`src/rtl/line_darkener.sv`:
```
// Thread write-back: walks a line's pixel addresses and commits the thread darkness
// to the residual image through a read-modify-write pipeline with store forwarding.
module line_darkener #(
    parameter int ADDR_W = 16,
    parameter int DARKEN = 150
) (
    input  logic              clk,
    input  logic              reset,
    input  logic              pix_valid,
    input  logic [ADDR_W-1:0] pix_addr,
    input  logic              pix_last,
    output logic              pix_ready,
    output logic [ADDR_W-1:0] mem_rd_addr,
    input  logic signed [8:0] mem_rd_data,
    output logic              mem_wr_en,
    output logic [ADDR_W-1:0] mem_wr_addr,
    output logic signed [8:0] mem_wr_data,
    output logic              done,
    output logic [15:0]       pix_count
);

    typedef enum logic [1:0] {IDLE, RUN, DRAIN, DONE} state_t;

    localparam logic signed [9:0] DARKEN_W = 10'(DARKEN);

    state_t              state_reg, state_next;
    logic                accept;
    logic                clear_count;

    logic                s1_vld_reg;
    logic [ADDR_W-1:0]   s1_addr_reg;
    logic                wr_vld_reg;
    logic [ADDR_W-1:0]   wr_addr_reg;
    logic signed [8:0]   wr_data_reg;
    logic                hist_vld_reg;
    logic [ADDR_W-1:0]   hist_addr_reg;
    logic signed [8:0]   hist_data_reg;
    logic [15:0]         count_reg;

    logic signed [8:0]   old_value;
    logic signed [9:0]   diff;
    logic signed [8:0]   new_value;

    assign pix_ready   = !reset && (state_reg == IDLE || state_reg == RUN);
    assign accept      = pix_valid && pix_ready;
    assign done        = !reset && (state_reg == DONE);
    assign mem_rd_addr = pix_addr;
    // Gating with reset drops a write that would land in the reset cycle itself.
    assign mem_wr_en   = wr_vld_reg && !reset;
    assign mem_wr_addr = wr_addr_reg;
    assign mem_wr_data = wr_data_reg;
    assign pix_count   = count_reg;

    always_comb begin
        state_next  = state_reg;
        clear_count = 1'b0;
        case (state_reg)
            IDLE: begin
                if (accept) begin
                    clear_count = 1'b1;
                    state_next  = pix_last ? DRAIN : RUN;
                end
            end
            RUN: begin
                if (accept && pix_last) begin
                    state_next = DRAIN;
                end
            end
            // With S1 empty, the only remaining pixel is in the write regs this cycle.
            DRAIN: begin
                if (!s1_vld_reg) begin
                    state_next = DONE;
                end
            end
            DONE: begin
                state_next = IDLE;
            end
            default: begin
                state_next = IDLE;
            end
        endcase
    end

    // Memory returns pre-write data, so the two most recent writes must be forwarded.
    always_comb begin
        if (wr_vld_reg && (wr_addr_reg == s1_addr_reg)) begin
            old_value = wr_data_reg;
        end else if (hist_vld_reg && (hist_addr_reg == s1_addr_reg)) begin
            old_value = hist_data_reg;
        end else begin
            old_value = mem_rd_data;
        end
        diff = {old_value[8], old_value} - DARKEN_W;
        if (diff[9] && !diff[8]) begin
            new_value = 9'sh100;
        end else begin
            new_value = diff[8:0];
        end
    end

    always_ff @(posedge clk) begin
        if (reset) begin
            state_reg     <= IDLE;
            s1_vld_reg    <= 1'b0;
            s1_addr_reg   <= '0;
            wr_vld_reg    <= 1'b0;
            wr_addr_reg   <= '0;
            wr_data_reg   <= '0;
            hist_vld_reg  <= 1'b0;
            hist_addr_reg <= '0;
            hist_data_reg <= '0;
            count_reg     <= '0;
        end else begin
            state_reg  <= state_next;
            s1_vld_reg <= accept;
            if (accept) begin
                s1_addr_reg <= pix_addr;
            end
            wr_vld_reg <= s1_vld_reg;
            if (s1_vld_reg) begin
                wr_addr_reg <= s1_addr_reg;
                wr_data_reg <= new_value;
            end
            hist_vld_reg <= wr_vld_reg;
            if (wr_vld_reg) begin
                hist_addr_reg <= wr_addr_reg;
                hist_data_reg <= wr_data_reg;
            end
            if (clear_count) begin
                count_reg <= '0;
            end else if (wr_vld_reg) begin
                count_reg <= count_reg + 16'd1;
            end
        end
    end

endmodule

```
`config.mk`:
```
export PLATFORM = sky130hd
export DESIGN_NAME = line_darkener
export DESIGN_NICKNAME = d
export VERILOG_FILES = /design/src/rtl/line_darkener.sv
export SDC_FILE = /design/constraint.sdc
export NUM_CORES = 1
export LEC_CHECK = 0
export ABC_AREA = 0
export CAP_MARGIN = 10
export CORE_ASPECT_RATIO = 0.5
export CORE_MARGIN = 5
export CORE_UTILIZATION = 56
export CTS_CLUSTER_DIAMETER = 60
export DETAILED_ROUTE_END_ITERATION = 10
export PLACE_DENSITY = 0.86
export SYNTH_ARGS = -nofsm -noshare
export SYNTH_HDL_FRONTEND = slang
export SYNTH_SLANG_ARGS = --single-unit
```
`constraint.sdc`:
```
create_clock -name clk -period 8.9 [get_ports clk]
set_input_delay 2.67 -clock clk [delete_from_list [all_inputs] [get_ports clk]]
set_output_delay 2.67 -clock clk [all_outputs]
set_load 0.005 [all_outputs]
```
Yosys cells after proc, flatten, opt, wreduce, memory -nomap -nowiden
Index checks and enable logic that the tools add are counted.

Add/sub/neg operators: 2. Reduce and logical (&&, ||, !) cells: 14. Equal/unequal tests: 8. Muxes and demuxes: 10.

Operator list (number): 16-bit equality test (2); 9-bit two-way mux (3); 16-bit by 1-bit adder with 16-bit output (second input constant) (1); 9-bit by 9-bit subtractor with 10-bit output (second input constant) (1); 1-bit logical AND (8); 2-bit two-way mux (4); 2-bit case mux with 4 select lines (1); 2-bit equality test (second input constant) (2); 2-bit != test (second input constant) (2); 3-bit AND reduction (1); 2-bit by 1-bit equality test with 1-bit output (second input constant) (1); 1-bit zero test (2); 2-bit zero test (1); 1-bit two-way mux (2); 2-bit by 1-bit != test with 1-bit output (second input constant) (1); 2-bit OR reduction (1); 1-bit logical OR (1).

Output and inout bits: 60. Register bits after elaboration: 87. Input port bits: 29. Word-level logic and storage cells: 44.

Depth between registers and ports, before layout
Depth after elaboration: 8. Gate-level depth with buffers: 12. Depth with buffers taken out: 11.

Least setup slack after synthesis
No wires, ideal clock.

Kind: in2out. From: in reset. To: out done. Setup slack: 3302 ps. Data arrival time: 2928 ps. Path buffers: 1. Required time: 6230 ps. Stages on the path: 2. Cell sequence: clkbuf_8 -> nor2b_1.

Word-level cells in the longest chain between the ends: 2.

Ends and longest elaborated chain: start, declared (RTL line 8) `input logic reset,`; 1-bit zero test (RTL line 46) `assign done = !reset && (state_reg == DONE);`; 1-bit logical AND (RTL line 46); end, declared (RTL line 18) `output logic done,`.

No other way between the ends.

Final worst setup path
From: in reset. To: out pix_ready.

Word-level cells in the longest chain between the ends: 2.

Ends and longest elaborated chain: 1-bit zero test (RTL line 44) `assign pix_ready = !reset && (state_reg == IDLE || state_reg == RUN);`; 1-bit logical AND (RTL line 44); end, declared (RTL line 12) `output logic pix_ready,`.

No other way between the ends.

==> metrics <==
start point of the critical path=reset; DP Area=~0.0052 sq mm; worst-path cell chain=buf_2 > buf_4 > nor2_1 > clkdlybuf4s50_1; clock tree from TritonCTS=done; slowest cell on the critical path=buf_4; number of vias per cell after detailed routing=5.409; Leakage=2.018 nW; Worst EP required=6230 ps; # IOs=about 90; final number of setup-violating endpoints=0; post-detailed-placement half-perimeter wirelength=7195 um; share of power burned in combinational logic=26.0%; kind of end point of the critical path=output port; commonest cells after routing, fill and taps aside=87 x clkdlybuf4s50_1, 86 x dfxtp_1, 61 x nor2_1, 57 x nand2_1, 47 x mux2i_1; initial DRC count=193; result of the run=finished, final reports clean; post-synthesis register bit count=87; share of total power consumed by net switching=31.61%; Max stage delay on crit path=510 ps; insertion delay of the later-clocked pin in the worst-skew pair=340 ps; count of buffers from port buffering=between 80 and 90; commonest non-fill, non-tap cell in the layout=clkdlybuf4s50_1; number of cell instances on the worst register-to-register path=11; post-synthesis net count=510; RD Place Congestion=0.8827; Die Height=72.40 um; unrepaired setup endpoints after global routing=no; via count of the first global-routing pass=roughly 3400; largest buffer count on any clock path=2; number of warning messages in the yosys log=0; clock buffers created by TritonCTS=9; Synth Area per Inst=9.180 sq um; Clock Sinks=87; Hold Buf Count CTS=0; cell internal pwr=757.4 uW; count of unique library cells instantiated by Yosys=between 50 and 60; sw power=350.1 uW; layout cells sized above 1=about 7.5%; Setup TNS Final=0 ps; fraction of power consumed by the clock network=between 30 and 40%; final cell count without fillers=approximately 650; global route total overflow=0; actual slew at the worst max-slew pin=~1300 ps; die footprint=0.009758 sq mm; Critical Path Start Type=input pin; worst setup path category=input pin to output port; post-detailed-route wirelength per cell=15.68 um; cell count after placement=~640; area added between synthesis and finish=24.85%; Clock Skew=6.816 ps; starting density of the core=58.45%; count of cells resized by post-cts repair=0; synthesized instance count=475; part of the power in registers=41.4%; minimum clock period=between 6000 and 7000 ps; worst slew slack as a fraction of its limit=around an eighth; Core ar.=0.007460 sq mm; total inserted antenna cells=0; final wirelength=10240 um; Tot GR Track Use=21.18%; termination of the worst setup path=pix_ready; via count=3532; maximum clock frequency=153.0 MHz; count of nets left with antenna violations after detail routing=0; arrival time of the worst setup path=3860 ps; number of setup buffers added after CTS=0; count of nets after finishing=about 580; post-synthesis instance area=~0.0044 sq mm; Worst Path Max Fanout=69; final cycle utilization of the critical path=73.42%; source of the worst register-to-register timing path=s1_addr_reg[3]; pin count of the biggest net entering global routing=70; max-slew violation count=0; First-pass DRT Iterations=4; power per standard cell area=203.4 mW/mm^2; Design Area, Final=around 0.0054 sq mm; H-tree depth=3; DRC Markers=0; dominant synthesized flop cell=dfxtp_1; global-route wire length before repair=16640 um; antenna violations before repair=0; pre-CTS setup slack=2348 ps; setup slack, reg-to-reg=between 5000 and 6000 ps; CTS root buffer=clkbuf_16; die boundary width=134.8 um; share of synthesized flip-flops with an asynchronous set or reset=0%; # rows=22; hold crit path type=flop to flop; endpoint of the lowest-slack register-to-register path=mem_wr_data[7]; Max IR drop VDD=0.0001194 V; endpoints failing hold=0; clock slew at the register clock pins of the worst setup and hold paths=60 ps; setup slack after layout=2366 ps; Post-synth EDFFs=0; sequential share of the synthesized area=39.94%; final-layout fill cell count=556; total of max-cap violations=0
==> layout make-up <==
type                       count  area [sq um]  share of cell area (%)
clock buffer                  13         260.3                   4.781
clock inverter                 3         25.02                  0.4597
inverter                       8         30.03                  0.5516
multi-input combinational    343          2352                   43.21
sequential                    87          1743                   32.02
tap                          108         135.1                   2.482
timing repair buffer          91         898.4                   16.50
==> metrics by stage <==
step                hold WS, ps  util, %  power, mW
global route              524.7    72.98      1.156
finish                    500.3    72.98      1.108
CTS                       502.2    72.98      1.108
global placement          473.7    69.15     0.7440
detailed placement        488.7    69.15     0.7517
floorplan                 459.6        -     0.6662
==> cell families after synthesis <==
logic type      count (synthesis)  synth area share (%)
simple gates                  188                 21.66
flops                          87                 39.94
compound gates                 56                 10.53
mux                            47                 10.79
xor+xnor                       46                 9.240
buf+inv                        45                 6.112
fa+ha+maj                       6                 1.722
==> cell usage after synthesis (2+ instances only) <==
cell	count	area (sq um)
xor2_1	14	122.6
ha_1	6	75.07
clkbuf_1	14	52.55
nand3_1	7	35.03
a21oi_2	2	17.52
buf_2	2	10.01
or4_1	3	22.52
a32oi_1	3	26.28
a211oi_1	3	22.52
and3_1	5	31.28
nand2_1	57	214.0
clkbuf_8	2	27.53
a21o_1	2	15.01
a32o_1	4	40.04
nor3_1	5	25.02
nor4_1	2	12.51
o21ai_0	11	55.05
nor2b_1	5	31.28
nand4_1	10	62.56
or3_1	5	31.28
a21oi_1	8	40.04
buf_4	16	120.1
nor3_2	2	20.02
xnor2_1	32	280.3
dfxtp_1	87	1742
a21boi_0	2	15.01
nand3b_1	16	120.1
buf_6	2	22.52
mux2i_1	47	470.5
o22ai_2	2	25.02
inv_1	7	26.28
a2bb2oi_2	3	45.04
nor2_1	61	229.0
o21ai_1	5	25.02
==> power groups by stage <==
stage | registers [mW] | clock network [mW] | logic, mW
2_1_floorplan | 0.459 | 0 | 0.207
3_3_place_gp | 0.465 | 0 | 0.279
3_5_place_dp | 0.467 | 0 | 0.285
4_1_cts | 0.459 | 0.362 | 0.288
5_1_grt | 0.464 | 0.378 | 0.314
6_report | 0.459 | 0.361 | 0.288
==> worst min-delay path by stage <==
stage | endpoint | slack [ps] | cells after the start | start
finish | hist_data_reg[6] | 500 | 2 | hist_data_reg[6]
global route | hist_data_reg[3] | 520 | 2 | hist_data_reg[3]
CTS | hist_data_reg[3] | 500 | 2 | hist_data_reg[3]
detailed placement | hist_data_reg[3] | 490 | 2 | hist_data_reg[3]
global placement | hist_data_reg[0] | 470 | 2 | hist_data_reg[0]
floorplan | hist_data_reg[0] | 460 | 2 | hist_data_reg[0]
==> critical path: cells and delay by family <==
family	cells	cell delay, ps
buffers and inverters	3	1070
and+or+nand+nor	1	130
==> per-layer routing <==
| metal | up-vias | GRT usage [%] | routed length (um) |
|---|---|---|---|
| li1 | 1751 | - | - |
| met1 | 1674 | 27.45 | 4587 |
| met2 | 100 | 35.69 | 4917 |
| met3 | 7 | 5.402 | 633 |
| met4 | 0 | 5.418 | 99 |
| met5 | - | 0 | 0 |
(Power assumes the default switching activity.)
